File: config.mk
export PLATFORM = sky130hd
export DESIGN_NAME = ktms_mmrd_collect
export DESIGN_NICKNAME = d
export VERILOG_FILES = /design/src/rtl/ktms_mmio_pkg.sv /design/src/rtl/ktms_mmrd_merge.sv /design/src/rtl/ktms_mmrd_collect.sv
export SDC_FILE = /design/constraint.sdc
export NUM_CORES = 1
export LEC_CHECK = 0
export BUFFER_PORTS_ARGS = -buffer_cell sky130_fd_sc_hd__buf_4
export CAP_MARGIN = 20
export CELL_PAD_IN_SITES_DETAIL_PLACEMENT = 0
export CELL_PAD_IN_SITES_GLOBAL_PLACEMENT = 2
export CORE_MARGIN = 8
export CORE_UTILIZATION = 18
export DETAILED_ROUTE_END_ITERATION = 10
export PLACE_DENSITY = 0.89
export SKIP_LAST_GASP = 1
export SYNTH_ARGS = -nofsm -noshare
export SYNTH_HDL_FRONTEND = slang
export SYNTH_SLANG_ARGS = --single-unit
File: constraint.sdc
create_clock -name clk -period 1.7 [get_ports clk]
set_input_delay 0 -clock clk [delete_from_list [all_inputs] [get_ports clk]]
set_output_delay 0 -clock clk [all_outputs]
set_load 0.005 [all_outputs]
File: src/rtl/ktms_mmio_pkg.sv
// Shared MMIO definitions: mmiobus field positions, read data width and the
// read-collector state encoding.
package ktms_mmio_pkg;
  localparam int MMIO_VLD     = 0;
  localparam int MMIO_CFG     = 1;
  localparam int MMIO_RNW     = 2;
  localparam int MMIO_DW      = 3;
  localparam int MMIO_ADDR_LO = 4;
  localparam int MMIO_ADDR_HI = 28;
  localparam int MMIO_DATA_LO = 29;
  localparam int MMIO_DATA_HI = 93;

  localparam int RD_DW = 64;

  typedef enum logic {
    ST_IDLE = 1'b0,
    ST_WAIT = 1'b1
  } rd_state_e;
endpackage

File: src/rtl/ktms_mmrd_merge.sv
// Combinational merge of n slave read returns: OR of valid-gated data plus
// any / more-than-one valid detects.
module ktms_mmrd_merge
  import ktms_mmio_pkg::*;
#(
  parameter int n = 4
) (
  input  logic [n-1:0]       rd_v,
  input  logic [n*RD_DW-1:0] rd_d,
  output logic               any_v,
  output logic               multi_v,
  output logic [RD_DW-1:0]   rd_d_or
);
  logic [n-1:0][RD_DW-1:0] gated;

  for (genvar k = 0; k < n; k++) begin : g_gate
    assign gated[k] = rd_d[k*RD_DW +: RD_DW] & {RD_DW{rd_v[k]}};
  end

  always_comb begin
    rd_d_or = '0;
    for (int k = 0; k < n; k++) rd_d_or |= gated[k];
  end

  assign any_v   = |rd_v;
  // Clearing the lowest set bit leaves something only if two or more were set.
  assign multi_v = |(rd_v & (rd_v - n'(1)));
endmodule

File: src/rtl/ktms_mmrd_collect.sv
// Collects slave read returns for the single outstanding MMIO read, with a
// default return on timeout and pulsed protocol-error flags.
module ktms_mmrd_collect
  import ktms_mmio_pkg::*;
#(
  parameter int               n             = 4,
  parameter int               mmiobus_width = 94,
  parameter int               timeout       = 255,
  parameter logic [RD_DW-1:0] dflt_data     = 64'hFFFF_FFFF_FFFF_FFFF
) (
  input  logic                     clk,
  input  logic                     reset,
  input  logic [mmiobus_width-1:0] i_mmiobus,
  input  logic [n-1:0]             i_rd_v,
  input  logic [n*RD_DW-1:0]       i_rd_d,
  output logic                     o_mmio_rd_v,
  output logic [RD_DW-1:0]         o_mmio_rd_d,
  output logic                     o_busy,
  output logic                     o_err_multi,
  output logic                     o_err_timeout,
  output logic                     o_err_unsol,
  output logic                     o_err_ovr
);
  localparam int CW = $clog2(timeout + 1);

  rd_state_e        st_q, st_d;
  logic [CW-1:0]    cnt_q, cnt_d;
  logic             rd_req, any_v, multi_v, expire, in_wait;
  logic [RD_DW-1:0] mrg_d;
  logic             rd_v_d, multi_d, to_d, unsol_d, ovr_d;
  logic [RD_DW-1:0] rd_d_d;
  logic             unused_bus;

  assign rd_req     = i_mmiobus[MMIO_VLD] & i_mmiobus[MMIO_RNW];
  assign unused_bus = ^i_mmiobus;
  assign in_wait    = (st_q == ST_WAIT);
  assign expire     = (cnt_q == CW'(timeout - 1));

  ktms_mmrd_merge #(.n(n)) u_merge (
    .rd_v    (i_rd_v),
    .rd_d    (i_rd_d),
    .any_v   (any_v),
    .multi_v (multi_v),
    .rd_d_or (mrg_d)
  );

  always_ff @(posedge clk or negedge reset) begin
    if (!reset) begin
      st_q  <= ST_IDLE;
      cnt_q <= '0;
    end else begin
      st_q  <= st_d;
      cnt_q <= cnt_d;
    end
  end

  // Counter is only nonzero inside WAIT, so it never needs to wrap.
  always_comb begin
    st_d  = st_q;
    cnt_d = '0;
    case (st_q)
      ST_IDLE: if (rd_req) st_d = ST_WAIT;
      ST_WAIT: begin
        if (any_v || expire) st_d = ST_IDLE;
        else                 cnt_d = cnt_q + CW'(1);
      end
      default: st_d = ST_IDLE;
    endcase
  end

  // A response in the expiry cycle takes priority over the timeout.
  always_comb begin
    rd_v_d  = in_wait & (any_v | expire);
    rd_d_d  = any_v ? mrg_d : dflt_data;
    multi_d = in_wait & multi_v;
    to_d    = in_wait & ~any_v & expire;
    unsol_d = ~in_wait & any_v;
    ovr_d   = in_wait & rd_req;
  end

  always_ff @(posedge clk or negedge reset) begin
    if (!reset) begin
      o_mmio_rd_v   <= 1'b0;
      o_mmio_rd_d   <= '0;
      o_err_multi   <= 1'b0;
      o_err_timeout <= 1'b0;
      o_err_unsol   <= 1'b0;
      o_err_ovr     <= 1'b0;
    end else begin
      o_mmio_rd_v   <= rd_v_d;
      if (rd_v_d) o_mmio_rd_d <= rd_d_d;
      o_err_multi   <= multi_d;
      o_err_timeout <= to_d;
      o_err_unsol   <= unsol_d;
      o_err_ovr     <= ovr_d;
    end
  end

  assign o_busy = in_wait;
endmodule

==> results of run 1 <==
## logic make-up after synthesis
family                     after synthesis  synth area share (%)
AOI/OAI and AO/OA                      203                  42.6
buffers and inverters                   46                  5.33
DFF                                     78                  47.5
adders and majority gates                3                 0.853
xor gates and xnor gates                 3                 0.640
and+or+nand+nor                         24                  2.99
## power by group through the flow
stage	combinational, µW	sequential (µW)	clock, µW
2_1_floorplan	633	2330	0
3_3_place_gp	1820	2310	0
3_5_place_dp	1840	2320	0
4_1_cts	2060	2290	2090
5_1_grt	2200	2330	2170
6_report	2050	2290	2000
## per-layer routing
layer,GRT usage (%),vias to the layer above,routed length [µm]
met5,0,-,0
met4,6.23,0,592
met3,3.59,32,1520
met2,25.4,238,10500
met1,15.5,2452,8000
li1,-,2360,-
## worst register-to-register path: stages (launching register included)
cell	delay, ns
dfrtp_1	0.42
ha_1	0.20
nand4_1	0.14
o21bai_4	0.26
buf_12	0.21
a2bb2oi_1	0.21
## layout by cell type, fill, tap and decap left out, types with 2 or more instances in the layout
cell | netlist | routed
or3_1 | 3 | 3
nand4_1 | 3 | 3
ha_1 | 2 | 2
buf_12 | 0 | 6
xor2_1 | 2 | 2
dfrtp_1 | 78 | 78
a21oi_1 | 3 | 3
a221oi_1 | 64 | 64
nand2_1 | 3 | 3
dlygate4sd3_1 | 0 | 101
a22o_1 | 64 | 64
nor2_1 | 8 | 8
clkbuf_16 | 0 | 9
clkinv_4 | 0 | 2
o21ai_0 | 3 | 3
inv_1 | 2 | 2
buf_4 | 1 | 343
a2bb2oi_1 | 64 | 64
nand3_1 | 4 | 4
## per-stage QoR
stage,std cells,setup WS (ns),area [µm²],hold slack (ns)
2_1_floorplan,357,0.290,4110,-0.296
4_1_cts,1064,0.168,8280,0.000822
3_3_place_gp,947,0.207,6960,-0.0252
5_1_grt,1064,0.0199,8280,0.00737
3_5_place_dp,947,0.186,6960,-0.0201
6_report,1064,0.185,8280,0.00407
## flip-flops by register name, summed over array words and instances (netlist names)
| name | flops |
|---|---|
| o_err_unsol | 1 |
| o_err_ovr | 1 |
| o_mmio_rd_d | 64 |
| o_busy | 1 |
| o_err_multi | 1 |
| o_mmio_rd_v | 1 |
| o_err_timeout | 1 |
| cnt_q | 8 |
## worst max path at each step
| stage | to | slack (ns) | depth (start not counted) |
|---|---|---|---|
| after CTS | o_mmio_rd_d[43] | 0.17 | 5 |
| after global placement | o_mmio_rd_d[11] | 0.21 | 5 |
| after detailed placement | o_mmio_rd_d[0] | 0.19 | 5 |
| after global routing | o_mmio_rd_d[43] | 0.02 | 5 |
| after floorplan | o_mmio_rd_d[0] | 0.29 | 5 |
| final | o_mmio_rd_d[4] | 0.18 | 5 |
## layout make-up
class / instances / area, µm² / share of cell area, %
timing repair buffer: 450 / 3710 / 44.8
tap: 285 / 357 / 4.31
sequential: 78 / 1950 / 23.6
inverter: 2 / 7.51 / 0.0907
clock inverter: 6 / 68.8 / 0.831
multi-input combinational: 233 / 1950 / 23.5
clock buffer: 10 / 239 / 2.89
==> metrics, run 1 <==
RSZ-0062 raised after global routing=no; Worst-path clk slew=0.06 ns; ranking of synthesized cells by area=dfrtp_1 (48%), a221oi_1 (14%), a22o_1 (14%); Synth async-reset ratio=100%; slowest cell delay on critical path=0.42 ns; Hold Crit Start=i_rd_d[78]; Post-synth EDFFs=0; Vias=5,082; DR iter-0 viols=300; initial antenna violation count=0; reg2reg end=o_mmio_rd_d[4]; post-cts sizing count=0; DRC viols=0; CTS sink cnt=78; cell count after synthesis=357; DIE WIDTH=approximately 170 µm; GRT Overall Usage=between 10 and 15%; Final Setup Violations=0; Root Buffer=clkbuf_16; routability congestion estimate=0.813; CP Class=reg -> reg; static leakage=0.00378 µW; hpwl dp=15,100 µm; register bit total from synthesis=78; Crit. End Element=flop; Critical-path top delay cell=dfrtp_1; cts bufs inserted=9; post-route clock period utilization=between 80% and 90%; skew final=0.00785 ns; peak supply drop=0.000349 V; WP data required=1.95 ns; Top-Level Pins=426; Slew Limit Headroom=between 60 and 70%; Cell Area, Synth=4110 µm²; crit path cell chain=ha_1, nand4_1, o21bai_4, buf_12, a2bb2oi_1; post-synth top area cell=dfrtp_1; top-count cell post-synth=dfrtp_1; largest net degree at the start of global routing=68; Pre-antenna DRT Iters=4; Vias/cell=4.78; first-pass GRT wire length=31,400 µm; Final nets=1,132; share of power burned in registers=36.2%; Arr. time, crit path=1.77 ns; flop-to-flop setup slack=0.18 ns; switching pwr=1690 µW; share of cells above drive strength 1=47.2%; Max-Cap Viols=0; FF-to-FF path depth=5; CP max FO=24; Max Root-Sink Buffers=2; DR WL/cell=19.4 µm; Congestion Overflow GR=0; Core Util, Final=36.8%; CTS Hold Buffers Added=101; Worst Path Buf+Inv=1; fin crit period=1.52 ns; Comb pwr share=32.3%; Clock Latency Late Sink=0.33 ns; Hold Crit Class=in -> reg; r2r startpoint=cnt_q[1]; switching part of the total power=26.7%; IO buf count=333; Mean Syn Cell Area=11.5 µm²; Worst Max-Slew Pin Slew=0.528 ns; Layout fillers=2,263; cell-internal power=around 4600 µW; Post-synth top cells=dfrtp_1 (78), a221oi_1 (64), a22o_1 (64), a2bb2oi_1 (64), clkbuf_1 (31); Top FF cell, synth=dfrtp_1; drt total wl=20,600 µm; Final Slew Violations=0; Die Y=167 µm; clock share of power=around a third; clock tree from TritonCTS=yes; Die ar.=27,900 µm²; layout overhead on the synthesized area=102%; Critical Path Source=cnt_q[1]; PD cells=around 770 nW/µm²; achievable frequency=0.660 GHz; number of H-tree levels=3; setup TNS=0 ns; Worst Hold End=o_mmio_rd_d[14]; CORE AREA=22,500 µm²; Startpoint Class=flop; Post-CTS Setup Bufs=0; Initial Utilization=between 10% and 20%; num rows=55; Yosys top cell area share=47.5%; sequential fraction of the synthesis area=47.5%; endpoints failing hold=0; delay-heaviest family, CP=compound AO/OA/AOI/OAI gates; status=finished clean; syn_nets=between 700 and 800; hold path cells=3; Final Power=around 6300 µW; vias in the first global route=between 5k and 6k; Cell variety after synth=29; warnings from Yosys=0; DRT antenna net count=0; Ant. Diodes=0
Power figures use the tool's default switching activity.
==> run 2, diff against run 1 <==
Settings changed: CELL_PAD_IN_SITES_DETAIL_PLACEMENT 0 to default, CELL_PAD_IN_SITES_GLOBAL_PLACEMENT 2 to default, CORE_AREA from default to 8 8 159 161, CORE_MARGIN 8 to default, CORE_UTILIZATION 18 to default, DIE_AREA from default to 0 0 167 169, PLACE_DENSITY 0.89 to 0.61, SYNTH_HIERARCHICAL from default to 1.
==> run 2 against run 1 <==
Register-to-register slack worse by 0.09 ns. Global-route usage rose by 0.29 points. Wire length rose by 3.5%. Core utilization shrank 1.2 points. First-iteration DRC count down 26%. Cell count increased by 9.5%. Fmax is 5.6% lower. Sequential power up 8%. Clock skew is essentially flat. Sequential cell count did not move. Power increased by 4.9%. Critical path type unchanged. Largest cell class is now multi-input combinational cells. Largest power group unchanged.
==> metrics, run 2 <==
Largest regs=o_mmio_rd_d: 64 flops, cnt_q: 8 flops (unchanged); DRT antenna net count=0 (unchanged); initial antenna violation count=0 (unchanged); DR WL/cell=18.3 µm (was 19.4 µm); Clock Latency Late Sink=0.33 ns (about the same); post-route clock period utilization=94.4% (was 89.1%); Storage cell area=1950 µm² (about the same); Post-CTS Setup Bufs=0 (unchanged); Core Util, Final=35.6% (was 36.8%); IO buf count=333 (unchanged); Post-synth top cells=a22oi_1 (89), dfrtp_1 (78), nor2_1 (72) (was dfrtp_1 (78), a221oi_1 (64), a22o_1 (64), a2bb2oi_1 (64), clkbuf_1 (31)); post-cts sizing count=0 (unchanged); setup TNS=0 ns (unchanged); CP Class=reg -> reg (unchanged); layout overhead on the synthesized area=59.7% (was 102%); syn_nets=920 (was 715); endpoints failing hold=0 (unchanged); top-count cell post-synth=a22oi_1 (was dfrtp_1); CTS sink cnt=78 (unchanged); Die Y=169 µm (was 167 µm); CP max FO=37 (was 24); most flop-heavy register=o_mmio_rd_d (unchanged); post-synth top area cell=dfrtp_1 (unchanged); Hold Crit Class=in -> reg (unchanged); vias in the first global route=6,117 (was 5,651); Top FF cell, synth=dfrtp_1 (unchanged); Largest register FFs=64 (unchanged); Final Slew Violations=0 (unchanged); flop-to-flop setup slack=0.1 ns (was 0.18 ns); Vias=5,692 (was 5,082); Pre-antenna DRT Iters=4 (unchanged); PD cells=816 nW/µm² (was 766 nW/µm²); Crit. End Element=flop (unchanged); Layout fillers=2,372 (was 2,263); Worst Max-Slew Pin Slew=0.814 ns (was 0.528 ns); number of H-tree levels=3 (unchanged); drt total wl=21,400 µm (was 20,600 µm); most common cell after layout, fill and taps aside=buf_4 (unchanged); Vias/cell=4.89 (was 4.78); peak supply drop=0.000362 V (was 0.000349 V); fin crit period=1.60 ns (was 1.52 ns); WP data required=1.97 ns (was 1.95 ns); num rows=56 (was 55); GRT Overall Usage=14.4% (was 14.2%); Post-synth EDFFs=0 (unchanged); Root Buffer=clkbuf_16 (unchanged); Arr. time, crit path=1.88 ns (was 1.77 ns); achievable frequency=0.623 GHz (was 0.660 GHz); status=finished clean (unchanged); Final Power=6650 µW (was 6340 µW); Cell Area, Synth=5100 µm² (was 4110 µm²); DIE WIDTH=167 µm (about the same); share of cells above drive strength 1=51.3% (was 47.2%); hpwl dp=15,800 µm (was 15,100 µm); Initial Utilization=22.3% (was 18.2%); dpl cells=1,145 (was 947); cell count after synthesis=562 (was 357); Mean Syn Cell Area=9.08 µm² (was 11.5 µm²); Final Setup Violations=0 (unchanged); routability congestion estimate=0.774 (was 0.813); Ant. Diodes=0 (unchanged); Startpoint Class=flop (unchanged); Synth async-reset ratio=100% (unchanged); post-route insts no fill=1,165 (was 1,064); skew final=0.00808 ns (was 0.00785 ns); commonest non-fill, non-tap cells in the layout=buf_4 (343), a22oi_1 (89), dfrtp_1 (77), nor2_1 (72), nand2_1 (66) (was buf_4 (343), dlygate4sd3_1 (101), dfrtp_1 (78)); Die ar.=28,200 µm² (was 27,900 µm²); DR iter-0 viols=222 (was 300); multi-input logic area=2780 µm² (was 1950 µm²); Slew Limit Headroom=45.8% (was 64.8%); DRC viols=0 (unchanged); ranking of synthesized cells by area=dfrtp_1 (38%), a22oi_1 (13%), a22oi_2 (9.6%) (was dfrtp_1 (48%), a221oi_1 (14%), a22o_1 (14%)); static leakage=0.00362 µW (was 0.00378 µW); Final nets=1,228 (was 1,132); clock tree from TritonCTS=yes (unchanged); register bit total from synthesis=78 (unchanged); cts bufs inserted=9 (unchanged); RSZ-0062 raised after global routing=no (unchanged); Worst-path clk slew=0.06 ns (about the same); sequential fraction of the synthesis area=38.2% (was 47.5%); Cell variety after synth=34 (was 29); Top-Level Pins=426 (unchanged); first-pass GRT wire length=32,800 µm (was 31,400 µm); Congestion Overflow GR=0 (unchanged); warnings from Yosys=6 (was 0); CORE AREA=22,900 µm² (was 22,500 µm²); Max-Cap Viols=0 (unchanged); Yosys top cell area share=38.2% (was 47.5%); Max Root-Sink Buffers=2 (unchanged); largest net degree at the start of global routing=79 (was 68)
[run 2: changes by cell type in the layout (fill, tap and decap cells not counted), sizes merged, moves of 64 or more]
| cell | change |
|---|---|
| a221oi | -64 |
| a22o | -64 |
| a22oi | +128 |
| a2bb2oi | -64 |
| dlygate4sd3 | -97 |
| nand2 | +65 |
| nor2 | +64 |
| o22ai | +64 |
[run 2: kinds of logic (layout without fill, tap and decap cells)]
kind of cell,Yosys count,in the layout,synth area share (%)
AO/OA/AOI/OAI,269,269,41.4
AND/OR/NAND/NOR,153,153,12.1
flip-flops,78,78,38.2
buffers and inverters,58,371,7.45
adder cells (fa/ha/maj),2,2,0.490
XOR/XNOR,2,2,0.343
[run 2: worst max-delay path: stages, from the launching register on]
cell and delay [ns]:
dfrtp_2 0.40, buf_4 0.38, and3_1 0.22, dlygate4sd3_1 0.54
[run 2: final cells by class]
cell class	instances	share of cell area (%)
Clock inverter	4	0.675
Inverter	2	0.0921
Multi-Input combinational cell	426	34.1
Tap cell	290	4.45
Clock buffer	12	3.15
Timing Repair Buffer	353	33.6
Sequential cell	78	24.0
[run 2: per-stage QoR]
step | cell area (µm²) | hold WS (ns) | worst slack, ns
final | 8150 | 0.0376 | 0.0953
after global routing | 8150 | 0.0424 | 0.0372
after CTS | 8150 | 0.0242 | 0.106
after detailed placement | 7800 | 0.0635 | 0.0157
after global placement | 7800 | 0.0612 | 0.0382
after floorplan | 5100 | -0.296 | 0.352
[run 2: per-layer routing]
metal,vias up,GRT usage [%],share of wire [%]
met4,0,3.45,0.87
met1,2694,16.4,41
met2,234,25.8,50
met5,-,0,0
met3,11,4.75,8.2
li1,2753,-,-
[run 2: power by group]
part | switching [µW] | total (µW) | internal, µW
registers | 276 | 2480 | 2200
logic | 918 | 2170 | 1250
clock network | 780 | 2000 | 1220
[run 2: final timing paths]
kind                            cells after the start         endpoint        start
worst min register to register                      1         cnt_q[0]     cnt_q[0]
worst max register to register                      3        o_err_ovr       o_busy
worst min-delay path                                5  o_mmio_rd_d[56]  i_rd_d[248]
worst max-delay path                                3        o_err_ovr       o_busy
max in group asynchronous                           3           o_busy        reset
min in group asynchronous                           3  o_mmio_rd_d[61]        reset
[run 2: timing repair]
action                                  CTS  global route
hold buffers                              4             0
endpoints found under the setup margin    0             0
hold endpoints to repair                 80             0
